==> src/rtl/pc_fetch.sv <==
// pc_fetch: architectural PC, Avalon-MM instruction fetch and branch-delay-slot sequencing.
// Optional feature: define PC_FETCH_HALT_EN to halt when the next PC would be address 0.
module pc_fetch #(
    parameter logic [31:0] RESET_VECTOR = 32'hBFC00000
) (
    input  logic        clk,
    input  logic        reset,
    input  logic [31:0] pcnext,
    input  logic        redirect,
    input  logic        advance,
    output logic [31:0] pc,
    output logic [31:0] instr,
    output logic        instr_valid,
    output logic        active,
    output logic [31:0] mem_address,
    output logic        mem_read,
    output logic [3:0]  mem_byteenable,
    input  logic        mem_waitrequest,
    input  logic [31:0] mem_readdata
);

    localparam logic [1:0] S_FETCH  = 2'd0;
    localparam logic [1:0] S_EXEC   = 2'd1;
    localparam logic [1:0] S_HALTED = 2'd2;

    logic [1:0]  state_q, state_d;
    logic [31:0] pc_q, pc_d;
    logic [31:0] instr_q, instr_d;
    logic        run_q, run_d;
    logic        delay_pending_q, delay_pending_d;
    logic [31:0] delay_target_q, delay_target_d;
    logic [31:0] pc_inc;
    logic [31:0] sel_pc;

    // run_q keeps the core idle for the cycle reset is sampled, so a fetch
    // in flight is dropped and active rises only once reset is released
    // Next-state, next-PC and delay-slot bookkeeping
    always_comb begin
        state_d         = state_q;
        pc_d            = pc_q;
        instr_d         = instr_q;
        run_d           = 1'b1;
        delay_pending_d = delay_pending_q;
        delay_target_d  = delay_target_q;
        pc_inc          = pc_q + 32'd4;
        sel_pc          = pc_inc;
        case (state_q)
            S_FETCH: begin
                if (run_q && !mem_waitrequest) begin
                    instr_d = mem_readdata;
                    state_d = S_EXEC;
                end
            end
            S_EXEC: begin
                if (advance) begin
                    if (delay_pending_q) begin
                        // a branch in the delay slot is ignored: first target wins
                        sel_pc          = delay_target_q;
                        delay_pending_d = 1'b0;
                    end else if (redirect) begin
                        delay_target_d  = pcnext;
                        delay_pending_d = 1'b1;
                        sel_pc          = pc_inc;
                    end else begin
                        sel_pc = pc_inc;
                    end
                    pc_d    = sel_pc & ~32'd3;
                    state_d = S_FETCH;
`ifdef PC_FETCH_HALT_EN
                    if (pc_d == 32'd0) begin
                        state_d = S_HALTED;
                    end
`endif
                end
            end
            S_HALTED: begin
                state_d = S_HALTED;
            end
            default: begin
                state_d = S_FETCH;
            end
        endcase
    end

    // State registers with synchronous active-high reset
    always_ff @(posedge clk) begin
        if (reset) begin
            state_q         <= S_FETCH;
            pc_q            <= RESET_VECTOR;
            instr_q         <= 32'd0;
            run_q           <= 1'b0;
            delay_pending_q <= 1'b0;
            delay_target_q  <= 32'd0;
        end else begin
            state_q         <= state_d;
            pc_q            <= pc_d;
            instr_q         <= instr_d;
            run_q           <= run_d;
            delay_pending_q <= delay_pending_d;
            delay_target_q  <= delay_target_d;
        end
    end

    // Outputs decoded from registered state
    always_comb begin
        pc             = pc_q;
        instr          = instr_q;
        instr_valid    = (state_q == S_EXEC);
        active         = run_q && (state_q != S_HALTED);
        mem_read       = run_q && (state_q == S_FETCH);
        mem_address    = pc_q;
        mem_byteenable = 4'b1111;
    end

endmodule

==> config.mk <==
export PLATFORM = sky130hd
export DESIGN_NAME = pc_fetch
export DESIGN_NICKNAME = d
export VERILOG_FILES = /design/src/rtl/pc_fetch.sv
export SDC_FILE = /design/constraint.sdc
export NUM_CORES = 1
export LEC_CHECK = 0
export ABC_AREA = 1
export BUFFER_PORTS_ARGS = -buffer_cell sky130_fd_sc_hd__clkbuf_2
export CORE_AREA = 4 4 108 110
export DETAILED_ROUTE_END_ITERATION = 16
export DIE_AREA = 0 0 112 114
export PLACE_DENSITY_LB_ADDON = 0.2
export SLEW_MARGIN = 10
export SYNTH_ARGS = -nofsm -noshare
export SYNTH_HDL_FRONTEND = slang
export SYNTH_SLANG_ARGS = --single-unit
==> constraint.sdc <==
create_clock -name clk -period 1.7 [get_ports clk]
set_clock_uncertainty 0.1 [all_clocks]
set_input_delay 0.085 -clock clk [delete_from_list [all_inputs] [get_ports clk]]
set_output_delay 0.085 -clock clk [all_outputs]
set_load 0.05 [all_outputs]
Word-level counts from Yosys, hierarchy flattened. Index checks and enable logic that the tools add are counted.

Add/sub/neg operators: 1. Equal/unequal tests: 5. Mux-type cells: 7. Bitwise operators: 1. Reduce and logical (&&, ||, !) cells: 9.

Operators by type and width (count): adder 32 x 3 -> 32 bit (second input constant) (1); 2-to-1 mux 32 bit (1); != test 2 bit (second input constant) (3); case mux 2 bit (3 select lines) (1); AND reduction 2 bit (3); 2-to-1 mux 2 bit (2); AND reduction 4 bit (1); logical AND 1 bit (3); 2-to-1 mux 1 bit (3); == test 2 x 1 -> 1 bit (second input constant) (1); == test 2 bit (second input constant) (1); zero test 2 bit (1); zero test 1 bit (1); NOT 1 bit (1).

Flip-flop bits (word level): 98. Input bits: 69. Logic and storage cells: 29.

Logic depth before layout (Yosys ltp).
Depth in word-level cells: 4. Mapped depth: 10. Depth with buffers taken out: 10.

Least setup slack after synthesis. No wires, ideal clock.

Path kind: register -> register. Start point: register pc_q[2] (netlist: mem_address[2]). End point: register pc_q[24] (netlist: mem_address[24]). Arrival time: 1802 ps. Required time: 1484 ps. Setup slack: -318 ps. Cell stages (with the launch flop): 11. Cell sequence: dfxtp_1 > ha_1 > nand2_1 > nor2_1 > inv_1 > nor2_1 > nand2_1 > xor2_1 > nand2_1 > nand2_1 > nand2_1.

Cells in the longest elaborated chain, start to end: 2.

Ends and longest elaborated chain: start, declared (RTL line 27) `logic [31:0] pc_q, pc_d;`; start signal, assigned (RTL line 96) `pc_q <= pc_d;`; adder 32 x 3 -> 32 bit (RTL line 45) `pc_inc = pc_q + 32'd4;`; 2-to-1 mux 32 bit (RTL line 56) `if (delay_pending_q) begin`.

No other way between the ends. A chain may end at the register's enable or synchronous reset.

Final worst setup path.
Start point: register pc_q[2] (netlist: mem_address[2]). End point: register pc_q[15] (netlist: mem_address[15]).

Same word-level chain as after synthesis.

==> results.toml <==
[logic_synthesis]
synth_top_area_cell = "dfxtp_1"
synth.distinct_cells = 31
syn_inst = 705
yosys_warnings = 0
synth_area_leaders = "dfxtp_1 40%, nand2_1 11%, nor2_1 9.6%"
yosysSeqAreaShare_pct = 40.5
avgSynthCellArea_sq_um = 6.73
syn_area_sq_um = 4750
synth_seq_cells = 96
yosysTopAreaCellShare_pct = 40.5

[routing]
firstDrtPassIters = 5
vias = 5161
drc = 0
ant_nets = 0
post_drt_wl_per_cell_um = 13.7
avgViaCountPerCell = 4.94
drtIter0Drc = 240
wirelength_mm = 14.3

[setup_path]
critPathLaunchType = "register"
arrival_ps = 1830
critical_path_class = "reg -> reg"
r2r_cells = 8
critPathCaptureType = "register"
path_max_fanout = 6
critPathRequiredTime_ps = 1880

[cts]
htree_levels = 3
cts_sinks = 96
cts_setup_buffers = 0
worstSkewPairLatency_ps = 360
path_clk_slew_ps = 100
cts_tree = "built"
clk_path_buf_depth = 2
cts_root_buf = "clkbuf_8"
cts_buffers = 9

[place]
gp_congestion = 0.889
io_buffers = 161
dp.cells = 966
hpwl_mm = 9.72

[floorplan]
die_w_um = 112
coreArea_sq_um = 10700
start_util_pct = 44.4
fp.dieArea_sq_um = 12800
io_pins = 172
row_count = 38
die_h_um = 114

[grt]
grt_pass1_wl_mm = 23.4
grt_remaining_overflow = 0
first_global_vias = 4934
track_usage_pct = 22.2
antenna_found_initial = 0
grt_max_degree = 47

[finish]
n_fill_cell = 1009
area_delta_synth_final_pct = 37.6
layout_commonest_cell = "clkbuf_2"
multi_input_area_sq_um = 2260
antennaDiodeCount = 0
fin_util_pct = 61.0
final_cells = 1045
fin_nets = 970
drive_above_1_share_pct = 28.1
final_cell_mix = "161 x clkbuf_2, 129 x nand2_1, 110 x nor2_1, 77 x o21ai_0"
register_area_sq_um = 1950

[pwr]
peakVddDrop_uv = 483
powerDensity_nw_per_um2 = 774
p_leak_nw = 2.92
power_w = 0.00505

[sta]
finalHoldViolations = 0
whs_ps = 2.85
fin_crit_sh_pct = 97.2
tns_ps = 0
period_needed_ps = 1650
setup_viol = 0
max_freq_mhz = 605
slew_viol_final = 0
rsz0062_at_grt = "true"

[hold_path]
hold_path_depth = 3
hp-class = "in -> reg"

[run]
max_cap_violations = 0

[outcome]
outcome = "complete, no violations"
area by class of cell:
cell class	count	share of cell area [%]
Tap cell	140	2.68
Clock buffer	12	2.53
Timing Repair Buffer	250	25.6
Sequential cell	96	29.9
Inverter	60	3.45
Clock inverter	4	1.13
Multi-Input combinational cell	483	34.7
final timing paths:
kind / slack, ps / from / endpoint
setup / recovery: 50 / mem_address[2] / mem_address[15]
setup reg to reg: 50 / mem_address[2] / mem_address[15]
hold / removal: 3 / redirect / delay_target_q[5]
hold reg to reg: 360 / delay_target_q[11] / delay_target_q[11]
power breakdown:
part	internal, W	switching (W)	total (W)
clock network	0.000954	0.000799	0.00175
logic	0.000300	0.000611	0.000911
registers	0.00233	0.0000518	0.00239
worst max-delay path: stages (launching register included):
cell and delay (ps):
dfxtp_4 360, buf_4 140, nand3_1 110, nor2_1 260
nand3_1 160, or2_0 230, nand3_1 70, nand2_1 50
a21oi_1 110
synth_stat cells:
cell and n:
nand2_1 133, nor2_1 121, dfxtp_1 96, o21ai_0 79, a21oi_1 75, inv_1 59, buf_4 41, nand3_1 28
clkbuf_1 17, buf_2 10, nand4_1 10, a211oi_1 3, buf_1 3, nand3b_1 3, nor2_2 3, or2_0 3
xor2_1 3, conb_1 2, nand2_2 2, nand3_2 2, nor2_4 2, a221oi_1 1, a31oi_1 1, and2_1 1
clkbuf_2 1, ha_1 1, inv_2 1, nor3_1 1, nor3_2 1, o21bai_1 1, o22ai_1 1
repair_timing:
action,in CTS,in global routing
gates resized for setup,2,28
hold buffers,63,0
endpoints found under the setup margin,3,42
endpoints found under the hold margin,63,0
pin swaps,0,3
layer usage:
layer | share of wire, % | vias to the layer above | global-route usage, %
met5 | 0 | - | 0
met4 | 2.4 | 0 | 7.05
met3 | 7.3 | 28 | 5.52
met2 | 48 | 180 | 38.0
met1 | 43 | 2339 | 27.6
li1 | - | 2614 | -
per-stage QoR:
stage | instance area, sq um | setup WS (ps)
finish | 6530 | 47.4
global route | 6530 | -61.3
CTS | 6450 | 30.2
detailed placement | 5570 | -7.26
global placement | 5570 | 43.2
floorplan | 4800 | 13.5
state kept, by name, summed over array words and instances (netlist names):
| signal | flops |
|---|---|
| run_q | 1 |
| instr | 32 |
| state_q | 2 |
| mem_address | 30 |
| delay_target_q | 30 |
| delay_pending_q | 1 |
kinds of logic (layout without fill, tap and decap cells):
family | count (synthesis) | after routing | synth area share [%]
AO/OA/AOI/OAI | 161 | 161 | 17.3
XOR/XNOR | 3 | 3 | 0.554
adder cells (fa/ha/maj) | 1 | 1 | 0.264
buffers and inverters | 132 | 326 | 14.0
flip-flops | 96 | 96 | 40.5
other | 2 | 8 | 0.158
AND/OR/NAND/NOR | 310 | 310 | 27.2
Power figures use the tool's default switching activity.
